### src/rtl/shift_add_mult4.sv
// shift_add_mult4: 4x4 unsigned sequential shift-and-add multiplier.
//
// Each operation loads M (multiplicand), Q (multiplier), ACC = 0 and COUNT = 4.
// Every RUN step conditionally adds M into ACC through a 4-bit ripple-carry
// adder, then shifts {C, ACC, Q} right by one bit. When COUNT reaches 0 the
// block enters DONE, registers {ACC, Q} as the product and pulses done.
//
// Timing for a start accepted at edge T:
//   - busy is registered. It is high after edges T+1..T+4, one per add/shift step.
//   - DONE is entered at edge T+5. done is high for that one cycle and product
//     is valid from then on.
//   - The first RUN cycle after acceptance has COUNT = 4. It only lets the
//     loaded operands settle before the first step at edge T+1.
//
// Optional feature macro: ZERO_BYPASS_EN
//   When it is defined, a start with a == 0 or b == 0 is loaded with COUNT = 0
//   and Q = 0. The block then reaches DONE at edge T+1 with product 8'h00, and
//   busy is never asserted. When it is undefined, zero operands take the full
//   RUN path.

module shift_add_mult4 (
  input  logic       clk,
  input  logic       rst_n,
  input  logic       start,
  input  logic [3:0] a,
  input  logic [3:0] b,
  output logic       busy,
  output logic       done,
  output logic [7:0] product
);

  typedef enum logic [1:0] {
    IDLE = 2'd0,
    RUN  = 2'd1,
    DONE = 2'd2
  } state_e;

  state_e     state_q, state_d;
  logic [3:0] m_q, m_d;
  logic [3:0] q_q, q_d;
  logic [3:0] acc_q, acc_d;
  logic [2:0] count_q, count_d;
  logic       busy_q, busy_d;
  logic [7:0] product_q, product_d;

  // Adder and datapath intermediates.
  logic [3:0] add_sum;
  logic [4:0] add_carry;
  logic [4:0] acc_sel;   // {C, ACC} chosen by Q[0]
  logic       accept;

  // 4-bit ripple-carry adder ACC + M with cin = 0, built from explicit full adders.
  always_comb begin
    add_sum      = 4'd0;
    add_carry    = 5'd0;
    add_carry[0] = 1'b0;
    for (int i = 0; i < 4; i++) begin
      add_sum[i]     = acc_q[i] ^ m_q[i] ^ add_carry[i];
      add_carry[i+1] = (acc_q[i] & m_q[i]) | (add_carry[i] & (acc_q[i] ^ m_q[i]));
    end
  end

  // Select the add result or the unchanged accumulator, depending on the multiplier LSB.
  always_comb begin
    acc_sel = 5'd0;
    if (q_q[0]) begin
      acc_sel = {add_carry[4], add_sum};
    end else begin
      acc_sel = {1'b0, acc_q};
    end
  end

  // A new operation may start only from IDLE or DONE; start is ignored during RUN.
  assign accept = start && ((state_q == IDLE) || (state_q == DONE));

  // Next-state and datapath update logic.
  // NOTE: every always_comb output gets a default first, so no path can infer a latch.
  always_comb begin
    state_d   = state_q;
    m_d       = m_q;
    q_d       = q_q;
    acc_d     = acc_q;
    count_d   = count_q;
    product_d = product_q;
    busy_d    = 1'b0;

    case (state_q)
      IDLE, DONE: begin
        if (accept) begin
          m_d     = a;
          q_d     = b;
          acc_d   = 4'd0;
          count_d = 3'd4;
          state_d = RUN;
`ifdef ZERO_BYPASS_EN
          // Zero operand: skip the add/shift steps. Q is cleared so {ACC, Q} is 0.
          if ((a == 4'd0) || (b == 4'd0)) begin
            q_d     = 4'd0;
            count_d = 3'd0;
          end
`endif
        end else if (state_q == DONE) begin
          state_d = IDLE;
        end
      end

      RUN: begin
        if (count_q == 3'd0) begin
          state_d   = DONE;
          product_d = {acc_q, q_q};
        end else begin
          // Shift {C, ACC, Q} right by one bit.
          acc_d   = acc_sel[4:1];
          q_d     = {acc_sel[0], q_q[3:1]};
          count_d = count_q - 3'd1;
          busy_d  = 1'b1;
        end
      end

      default: begin
        state_d = IDLE;
      end
    endcase
  end

  // State and datapath registers with synchronous active-low reset.
  // NOTE: sequential state uses non-blocking assignments, so all registers update together at the edge.
  // NOTE: every register here is a plain flop, so each one is cleared on reset.
  always_ff @(posedge clk) begin
    if (!rst_n) begin
      state_q   <= IDLE;
      m_q       <= 4'd0;
      q_q       <= 4'd0;
      acc_q     <= 4'd0;
      count_q   <= 3'd0;
      busy_q    <= 1'b0;
      product_q <= 8'h00;
    end else begin
      state_q   <= state_d;
      m_q       <= m_d;
      q_q       <= q_d;
      acc_q     <= acc_d;
      count_q   <= count_d;
      busy_q    <= busy_d;
      product_q <= product_d;
    end
  end

  assign busy    = busy_q;
  assign done    = (state_q == DONE);
  assign product = product_q;

endmodule

### config.mk
export PLATFORM = sky130hd
export DESIGN_NAME = shift_add_mult4
export DESIGN_NICKNAME = d
export VERILOG_FILES = /design/src/rtl/shift_add_mult4.sv
export SDC_FILE = /design/constraint.sdc
export NUM_CORES = 1
export LEC_CHECK = 0
export ABC_AREA = 1
export CORE_MARGIN = 8
export CORE_UTILIZATION = 40
export CTS_BUF_LIST = sky130_fd_sc_hd__clkbuf_8
export CTS_CLUSTER_SIZE = 24
export DETAILED_ROUTE_END_ITERATION = 10
export PLACE_DENSITY_LB_ADDON = 0.12
export SLEW_MARGIN = 5
export SYNTH_ARGS = -nofsm -noshare
export SYNTH_HDL_FRONTEND = slang
export SYNTH_SLANG_ARGS = --single-unit
### constraint.sdc
create_clock -name clk -period 2.2 [get_ports clk]
set_input_delay 0.33 -clock clk [delete_from_list [all_inputs] [get_ports clk]]
set_output_delay 0.33 -clock clk [all_outputs]
set_load 0.03 [all_outputs]
# [Word level (Yosys, flattened, before mapping)]
# Index checks and enable logic that the tools add are counted.
[word_totals] reg_bits=26 latch_bits=0 ramBits=0 mem_bits_ro=0 in_bits=11 output_inout_bits=10 elab_cells=57 mem_count=0
[op_classes] addsub=1 n_mul=0 n_div=0 n_lt_le_gt_ge=0 n_eq_ne=6 shift=0 mux=15 n_bitwise=17 reduce_logical=11
[op_table] cell="two-way mux 4 bit" count=4
[op_table] cell="case mux 4 bit (2 select lines)" count=2
[op_table] cell="AND reduction 2 bit" count=4
[op_table] cell="AND 1 bit" count=7
[op_table] cell="bitwise XOR 1 bit" count=7
[op_table] cell="two-way mux 2 bit" count=3
[op_table] cell="two-way mux 3 bit" count=2
[op_table] cell="!= test 2 bit, second input constant" count=3
[op_table] cell="case mux 3 bit (2 select lines)" count=1
[op_table] cell="two-way mux 5 bit" count=1
[op_table] cell="case mux 2 bit (2 select lines)" count=1
[op_table] cell="zero test 3 bit" count=1
[op_table] cell="!= test 3 bit, second input constant" count=1
[op_table] cell="bitwise OR 1 bit" count=3
[op_table] cell="AND reduction 3 bit" count=1
[op_table] cell="subtractor 3 x 1 -> 3 bit, second input constant" count=1
[op_table] cell="equality test 2 x 1 -> 1 bit, second input constant" count=1
[op_table] cell="equality test 2 bit, second input constant" count=1
[op_table] cell="zero test 2 bit" count=1
[op_table] cell="nonzero test 2 bit" count=1
[op_table] cell="OR reduction 2 bit" count=1
[op_table] cell="logical AND 1 bit" count=1
[op_table] cell="logical OR 1 bit" count=1
[op_table] cell="two-way mux 1 bit" count=1

# [Logic depth before layout (Yosys ltp)]
# Gate-level depths: netlist (run 1).
[logic_depth] depth_word=10 ltp_mapped=10 depth_no_buf=10

# [Least setup slack after synthesis (run 1)]
# No wires, ideal clock.
[synth_path] path_kind="reg-to-reg" from="register acc_q[0]" to="register acc_q[2]" setup_ps=122 arrival_ps=1922 required_time_ps=2078 slack_ps=156 path_stages_with_launch=11 path_buffers=0 period_less_slack_ps=2044 cell_sequence="dfxtp_1 ha_1 inv_1 fa_1 fa_1 inv_1 fa_1 nand2_1 o21ai_0 nand2_1 a21oi_1"
[synth_between] elab_chain_cells=9
[synth_rtl] item="from (decl)" line_no="41" text="logic [3:0] acc_q, acc_d;"
[synth_rtl] item="from (signal assigned)" line_no="134" text="acc_q <= 4'd0;"
[synth_rtl] item="from (signal assigned)" line_no="142" text="acc_q <= acc_d;"
[synth_rtl] item="AND 1 bit (2 in series)" line_no="59" text="add_carry[i+1] = (acc_q[i] & m_q[i]) | (add_carry[i] & (acc_q[i] ^ m_q[i]));"
[synth_rtl] item="bitwise OR 1 bit" line_no="59"
[synth_rtl] item="AND 1 bit" line_no="59"
[synth_rtl] item="bitwise OR 1 bit" line_no="59"
[synth_rtl] item="bitwise XOR 1 bit" line_no="58" text="add_sum[i] = acc_q[i] ^ m_q[i] ^ add_carry[i];"
[synth_rtl] item="two-way mux 5 bit" line_no="66" text="if (q_q[0]) begin"
[synth_rtl] item="two-way mux 4 bit" line_no="108" text="if (count_q == 3'd0) begin"
[synth_rtl] item="case mux 4 bit (2 select lines)" line_no="87" text="case (state_q)"
# No other way between the ends. The select of a mux whose other input is x is not followed.
# A chain may end at the register's enable or synchronous reset.

# [Worst setup path in the final report (run 1)]
# Ends and elaborated chain as after synthesis.

==> flow_summary.json, run 1 <==
{
  "ioPinCount": 21,
  "nets": 197,
  "via_per_inst": 4.48,
  "gp_congestion": 0.730,
  "critPathTopFamily": "adder cells",
  "final_antenna_net_count": 0,
  "place_hpwl_mm": 1.91,
  "cp-end-kind": "flop",
  "status": "completed",
  "die_h_um": 72.3,
  "clk_path_buf_depth": 2,
  "worstSetupPathType": "flop to flop",
  "regArea_sq_um": 523,
  "max_slew.worst_pin.slew_ns": 0.450,
  "grt_max_degree": 15,
  "synth_top_cells_by_area": "dfxtp_1 41%, inv_1 6.8%, nor2_1 5.9%",
  "syn_nets": 176,
  "cp.depth": 10,
  "syn_area_sq_mm": 0.00127,
  "clk_pin_slew_ns": 0.09,
  "fin_skew_ns": 0.00324,
  "hold_depth": 1,
  "fin_crit_sh": 0.930,
  "cts_tree": "built",
  "finalSetupViolations": 0,
  "critPathArrivalTime_ns": 2.21,
  "grt-ovfl-total": 0,
  "die-width_um": 72.3,
  "rsz0062_at_grt": "false",
  "cts_buffers": 3,
  "ys_seq_area_frac": 0.410,
  "critical_path_buf_inv_count": 2,
  "syn_avg_cell_area_sq_um": 7.98,
  "cap_violations": 0,
  "start_util": 0.419,
  "drt-initial-drc-count": 42,
  "routed_wl_mm": 2.50,
  "stdcell_count": 223,
  "ys_types": 20,
  "max_freq_mhz": 489,
  "fin_setup_tns_ns": 0,
  "path_max_fanout": 3,
  "synth_top_area_frac": 0.410,
  "slowest_delay_ns": 0.39,
  "drt-pass1-iter-count": 4,
  "io_buffers": 20,
  "ir_worst_vdd_mv": 0.329,
  "cp_slowest_cell": "fa_1",
  "slew_viol_final": 0,
  "first_global_vias": 1001,
  "yosys_warnings": 0,
  "p_total_w": 0.00108,
  "grt_pass1_wl_mm": 4.49,
  "crit_required_ns": 2.36,
  "num_rows": 20,
  "clockRootBuffer": "clkbuf_8",
  "cts_hold_buf": 0,
  "multiInputGateArea_sq_um": 599,
  "grtUsageTotal": 0.109,
  "power.leakage_nw": 0.672,
  "hold_path.class": "flop to flop",
  "synthCells": 159,
  "post-cts-setup-buffers": 0,
  "worstRegToRegCells": 10,
  "path_cells": "ha_1 -> inv_1 -> fa_2 -> fa_2 -> inv_1 -> fa_1 -> nand2_1 -> o21ai_0 -> nand2_1 -> a21oi_1",
  "p_per_area_mw_per_mm2": 694,
  "drive_gt1_frac": 0.179,
  "worstSetupStartpointType": "flop",
  "period_minus_slack_ns": 2.05,
  "cts_num_sinks": 26,
  "vias": 999,
  "dp.cells": 219,
  "wl_per_cell_um": 11.2,
  "grt_antenna_before_repair": 0,
  "n_fill_cell": 301,
  "h-tree-depth": 1,
  "die_area_sq_mm": 0.00523,
  "relSlewSlack": 0.699,
  "core-area_sq_mm": 0.00303,
  "hold_viol": 0,
  "area_delta_synth_final_pct": 22.4,
  "clk_latency_ns": 0.27,
  "yosys.area.top_type": "dfxtp_1",
  "antennaDiodeCount": 0,
  "drc": 0,
  "ys_seq_elements": 26,
  "cts_repair_resize_count": 0
}
-- per-stage QoR --
step / instance area, sq um / hold slack [ns] / utilization / worst slack [ns]
final: 1550 / 0.455 / 0.513 / 0.154
after CTS: 1550 / 0.459 / 0.510 / 0.0306
after global routing: 1550 / 0.494 / 0.513 / 0.0228
after global placement: 1490 / 0.436 / 0.492 / 0.0856
after detailed placement: 1490 / 0.447 / 0.492 / 0.0483
after floorplan: 1270 / 0.422 / - / 0.156
-- synth_stat cells (all sizes together) --
cell type / number
nor2: 24
a21oi: 9
nand2: 24
fa: 3
dfxtp: 26
nand3: 10
buf: 7
inv: 26
ha: 3
o21ai: 27
-- logic make-up (layout without fill, tap and decap cells) --
family	Yosys count	after routing	synth area share
buf+inv	33	53	0.121
flops	26	26	0.410
fa+ha+maj	6	6	0.0769
compound gates	36	36	0.169
simple gates	58	58	0.223
-- state kept, by name, indices dropped and copies added (netlist names) --
name	cells
product	8
acc_q	4
m_q	4
q_q	4
count_q	3
state_q	2
busy	1
-- metal layers --
metal | GRT usage | vias up | share of wire
met3 | 0.0275 | 5 | 0.038
met1 | 0.128 | 442 | 0.48
met4 | 0.0612 | 0 | 0.022
met2 | 0.175 | 13 | 0.46
met5 | 0 | - | 0
li1 | - | 539 | -
-- worst paths after layout --
check,from,slack [ns],endpoint
max,acc_q[0],0.15,acc_q[2]
min,count_q[0],0.46,count_q[0]
max reg2reg,acc_q[0],0.15,acc_q[2]
min reg2reg,count_q[0],0.46,count_q[0]
-- report_power, final --
part / leakage, nW / internal [W] / switching (W) / total [W]
registers: 0.214 / 0.000508 / 0.0000264 / 0.000534
logic: 0.429 / 0.0000927 / 0.000141 / 0.000234
clock network: 0.0288 / 0.000160 / 0.000150 / 0.000310
total: 0.672 / 0.000761 / 0.000317 / 0.00108
-- cell usage in the layout (no fill, tap or decap) --
master,instances
nand2_2,2
nor2_2,1
fa_1,1
nor2_4,3
nand3_1,10
a21oi_1,8
clkdlybuf4s50_1,20
nand2_4,3
ha_1,3
inv_2,3
o21ai_1,5
nor2_1,20
fa_2,2
buf_4,3
dfxtp_1,24
dfxtp_2,2
nand2_1,19
o21ai_0,14
clkbuf_8,4
a21oi_2,1
inv_1,23
o21ai_2,8
-- cell type report --
cell class / instances / share of cell area
clock buffer: 4 / 0.0355
inverter: 26 / 0.0629
multi-input combinational: 100 / 0.386
sequential: 26 / 0.337
tap: 44 / 0.0355
timing repair buffer: 23 / 0.143
-- worst register-to-register path: cells and delay by family, from the launching register on --
family | cells | cell delay (ns)
fa+ha+maj | 4 | 1.18
flops | 1 | 0.34
buf+inv | 2 | 0.12
compound gates | 2 | 0.14
simple gates | 2 | 0.15
Power figures use the tool's default switching activity.
==> inputs of run 2 (changes only) <==
clock period = 2.1 ns   (was 2.2 ns; I/O delays follow)
==> run 2 against run 1 <==
  * Clock power rose by 34%
  * Routed wire length grew 3.0%
  * Fmax down 0.35%
  * Flip-flop and latch count unchanged
  * Hold slack improved by 0.0042 ns
  * First-iteration DRC count up 79%
  * Non-clock buffer count rose by 1
  * Final area grew 2.3%
  * Critical path depth unchanged
  * Largest power group unchanged
  * Highest routed layer unchanged
==> flow_summary.json, run 2 (synthesis gave the netlist of run 1 again) <==
{
  "antennaDiodeCount": 0,
  "num_rows": 20,
  "cts_buffers": 3,
  "max_freq_mhz": 487,
  "design_area_sq_mm": 0.00159,
  "place_hpwl_mm": 1.91,
  "post-cts-setup-buffers": 0,
  "area_delta_synth_final_pct": 25.2,
  "cap_violations": 0,
  "die_h_um": 72.3,
  "cts_tree": "built",
  "clockRootBuffer": "clkbuf_8",
  "via_per_inst": 4.58,
  "die_area_sq_mm": 0.00523,
  "max_slew.worst_pin.slew_ns": 0.429,
  "die-width_um": 72.3,
  "nets": 198,
  "path_cells": "ha_4 -> inv_2 -> fa_2 -> fa_2 -> inv_2 -> fa_1 -> nand2_1 -> o21ai_1 -> nand2_1 -> a21oi_1",
  "cp_slowest_cell": "fa_1",
  "slew_viol_final": 0,
  "period_minus_slack_ns": 2.05,
  "critPathTopFamily": "adder cells",
  "slowest_delay_ns": 0.38,
  "io_buffers": 20,
  "worstSetupStartpointType": "flop",
  "critPathArrivalTime_ns": 2.22,
  "relSlewSlack": 0.713,
  "grt_antenna_before_repair": 0,
  "drive_gt1_frac": 0.200,
  "critical_path_buf_inv_count": 2,
  "stdcell_count": 224,
  "hold_path.class": "flop to flop",
  "dp.cells": 220,
  "fin_crit_sh": 0.978,
  "worstSetupPathType": "flop to flop",
  "final_common_cell": "dfxtp_1",
  "status": "completed",
  "n_fill_cell": 288,
  "ir_worst_vdd_mv": 0.529,
  "postPlaceCellArea_sq_mm": 0.00150,
  "cp-end-kind": "flop",
  "finalSetupViolations": 0,
  "drc": 0,
  "clk_path_buf_depth": 2,
  "cts_hold_buf": 0,
  "first_global_vias": 1050,
  "grtUsageTotal": 0.109,
  "drt-pass1-iter-count": 4,
  "gp_congestion": 0.716,
  "h-tree-depth": 1,
  "hold_viol": 0,
  "vias": 1025,
  "cts_num_sinks": 26,
  "fin_skew_ns": 0.00558,
  "grt-ovfl-total": 0,
  "power.leakage_nw": 0.680,
  "start_util": 0.419,
  "wl_per_cell_um": 11.5,
  "layout_common_cells": "24 x dfxtp_1, 21 x inv_1, 20 x nor2_1, 20 x clkdlybuf4s50_1, 19 x nand2_1",
  "fin_setup_tns_ns": 0,
  "ioPinCount": 21,
  "drt-initial-drc-count": 75,
  "rsz0062_at_grt": "true",
  "grt_pass1_wl_mm": 4.56,
  "clk_pin_slew_ns": 0.09,
  "core-area_sq_mm": 0.00303,
  "crit_required_ns": 2.26,
  "p_per_area_mw_per_mm2": 773,
  "grt_max_degree": 24,
  "routed_wl_mm": 2.57,
  "largest_reg_flops": 8,
  "clk_latency_ns": 0.27,
  "final_antenna_net_count": 0,
  "path_max_fanout": 2
}
run 2: changes by cell type in the layout (fill, tap and decap cells not counted):
cell,delta
clkbuf_8,-1
o21ai_0,-1
bufinv_16,+1
inv_1,-2
o21ai_1,+1
buf_4,+1
inv_2,+2
ha_1,-1
ha_4,+1
run 2: power by group:
group,switching (W),internal (W)
Combinational,0.000150,0.000102
Clock,0.000160,0.000255
Sequential,0.0000285,0.000532
run 2: final timing paths:
path              startpoint    endpoint  slack, ns  cells after the start
setup reg to reg    acc_q[0]    acc_q[2]       0.05                     10
setup / recovery    acc_q[0]    acc_q[2]       0.05                     10
hold reg to reg   count_q[0]  count_q[0]       0.46                      1
hold / removal    count_q[0]  count_q[0]       0.46                      1
run 2: worst register-to-register path, stage by stage, from the launching register on:
cell and delay (ns):
dfxtp_2 0.36, ha_4 0.13, inv_2 0.03, fa_2 0.36, fa_2 0.37, inv_2 0.06
fa_1 0.38, nand2_1 0.07, o21ai_1 0.06, nand2_1 0.07, a21oi_1 0.06
run 2: routing by layer:
metal	vias up	global-route usage	wire, um
met5	-	0	0
met4	0	0.0385	23
met3	2	0.0427	143
met2	20	0.186	1260
met1	465	0.119	1150
li1	538	-	-
run 2: final cells by class:
type	count	area (sq um)	area share
multi-input combinational	100	612	0.385
sequential	26	523	0.329
timing repair buffer	24	230	0.145
inverter	26	97.6	0.0614
tap	44	55.1	0.0346
clock buffer	3	41.3	0.0260
clock inverter	1	30.0	0.0189
run 2: timing repair:
action | 4_1_cts | 5_1_grt
endpoints found under the hold margin | 0 | 0
setup endpoints to repair | 1 | 1
pin swaps | 0 | 6
gates resized for setup | 4 | 5
run 2: metrics by stage:
step,power [W],hold WS [ns],setup slack (ns),utilization
3_5_place_dp,0.000821,0.454,-0.0542,0.495
6_report,0.00123,0.459,0.0468,0.525
3_3_place_gp,0.000818,0.436,-0.00314,0.495
5_1_grt,0.00130,0.484,-0.0706,0.525
4_1_cts,0.00124,0.464,0.0310,0.521
2_1_floorplan,0.000749,0.422,0.0561,-
==> inputs of run 3 (changes only) <==
DONT_BUFFER_PORTS = 1   (was default)
==> run 3 against run 2 <==
  * Die area did not move
  * Via count fell by 8.8%
  * Critical path type unchanged
  * Power fell by 12%
  * Setup slack improved by 0.033 ns
  * Highest routed layer unchanged
  * Sequential share of layout area rose by 5.4 points
==> flow_summary.json, run 3 (synthesis gave the netlist of run 1 again) <==
{
  "drive_gt1_frac": 0.220,
  "die_area_sq_mm": 0.00523,
  "path_max_fanout": 2,
  "worstSetupStartpointType": "flop",
  "cap_violations": 0,
  "ff2ff_setup_slack_ns": 0.08,
  "io_buffers": 0,
  "largest_reg_flops": 8,
  "critPathArrivalTime_ns": 2.18,
  "cp_slowest_cell": "fa_1",
  "vias": 935,
  "path_cells": "ha_4 -> inv_2 -> fa_2 -> fa_2 -> inv_2 -> fa_1 -> nand2_1 -> o21ai_1 -> nand2_1 -> a21oi_1",
  "h-tree-depth": 1,
  "drt-pass1-iter-count": 4,
  "grtUsageTotal": 0.105,
  "status": "completed",
  "finalSetupViolations": 0,
  "min-delay-start": "rst_n",
  "area_delta_synth_final_pct": 7.59,
  "antennaDiodeCount": 0,
  "grt-ovfl-total": 0,
  "nets": 177,
  "via_per_inst": 4.61,
  "post-cts-setup-buffers": 0,
  "core-area_sq_mm": 0.00303,
  "num_rows": 20,
  "p_per_area_mw_per_mm2": 795,
  "grt_max_degree": 24,
  "worstRegToRegCells": 10,
  "regToRegEndpoint": "acc_q[2]",
  "clk_latency_ns": 0.27,
  "die-width_um": 72.3,
  "grt_antenna_before_repair": 0,
  "fin_crit_sh": 0.962,
  "cts_buffers": 3,
  "ir_worst_vdd_mv": 0.274,
  "drt-initial-drc-count": 42,
  "die_h_um": 72.3,
  "slowest_delay_ns": 0.38,
  "relSlewSlack": 0.612,
  "grt_pass1_wl_mm": 4.46,
  "cts_num_sinks": 26,
  "clockRootBuffer": "clkbuf_8",
  "routed_wl_mm": 2.53,
  "fin_setup_tns_ns": 0,
  "power.leakage_nw": 0.594,
  "wl_per_cell_um": 12.4,
  "slew_viol_final": 0,
  "final_antenna_net_count": 0,
  "hold_depth": 2,
  "gp_congestion": 0.727,
  "worstSetupPathType": "flop to flop",
  "crit_required_ns": 2.26,
  "final_common_cell": "dfxtp_1",
  "utilization": 0.451,
  "rsz0062_at_grt": "true",
  "drc": 0,
  "first_global_vias": 985,
  "dp_slack_ns": -0.0614,
  "place_hpwl_mm": 1.89,
  "fin_skew_ns": 0.00633,
  "ioPinCount": 21,
  "p_total_w": 0.00108,
  "holdPathEnd": "q_q[3]",
  "clk_pin_slew_ns": 0.09,
  "max_freq_mhz": 495,
  "period_minus_slack_ns": 2.02,
  "hold_path.class": "input pin to flop",
  "start_util": 0.419,
  "cts_tree": "built",
  "r2r-start": "acc_q[0]",
  "clk_path_buf_depth": 2,
  "hold_viol": 0,
  "max_slew.worst_pin.slew_ns": 0.580,
  "timing.final.ws_setup_ns": 0.0794,
  "layout_common_cells": "24 x dfxtp_1, 21 x inv_1, 20 x nor2_1",
  "cp-end-kind": "flop"
}
## run 3: critical path, delay by kind of cell, from the launching register on
family | cells | cell delay (ns)
buffers and inverters | 2 | 0.09
DFF | 1 | 0.36
adders and majority gates | 4 | 1.21
and+or+nand+nor | 2 | 0.14
AOI/OAI and AO/OA | 2 | 0.11
## run 3: final cells by class
| class | count | area (sq um) |
|---|---|---|
| Inverter | 26 | 97.6 |
| Sequential cell | 26 | 523 |
| Timing Repair Buffer | 3 | 22.5 |
| Multi-Input combinational cell | 100 | 612 |
| Fill cell | 321 | 1660 |
| Tap cell | 44 | 55.1 |
| Clock buffer | 4 | 55.1 |
## run 3: report_power, final
group	internal (W)	total, W	switching (W)
Sequential	0.000532	0.000586	0.0000536
Clock	0.000167	0.000321	0.000153
Combinational	0.0000654	0.000178	0.000113
## run 3: routing by layer
layer	vias to the layer above	share of wire	track usage
met2	16	0.49	0.185
met5	-	0	0
met4	0	0.0032	0.0272
li1	499	-	-
met3	2	0.063	0.0344
met1	418	0.44	0.119
## run 3: worst max path at each step
stage | from | endpoint | depth (start not counted)
6_report | acc_q[0] | acc_q[2] | 10
2_1_floorplan | acc_q[0] | acc_q[2] | 10
5_1_grt | acc_q[0] | acc_q[2] | 10
3_3_place_gp | m_q[0] | acc_q[2] | 10
4_1_cts | m_q[0] | acc_q[2] | 10
3_5_place_dp | m_q[0] | acc_q[2] | 10
## run 3: repair_timing
action | in CTS | in global routing
gates resized for setup | 5 | 4
hold buffers | 0 | 0
pin swaps | 1 | 6
setup endpoints to repair | 1 | 1
## run 3: stage by stage
stage / area, sq um / cells / hold WS [ns]
after floorplan: 1270 / 159 / 0.422
after global placement: 1290 / 199 / 0.423
after detailed placement: 1290 / 199 / 0.428
after CTS: 1350 / 203 / 0.144
after global routing: 1370 / 203 / 0.149
final: 1370 / 203 / 0.150
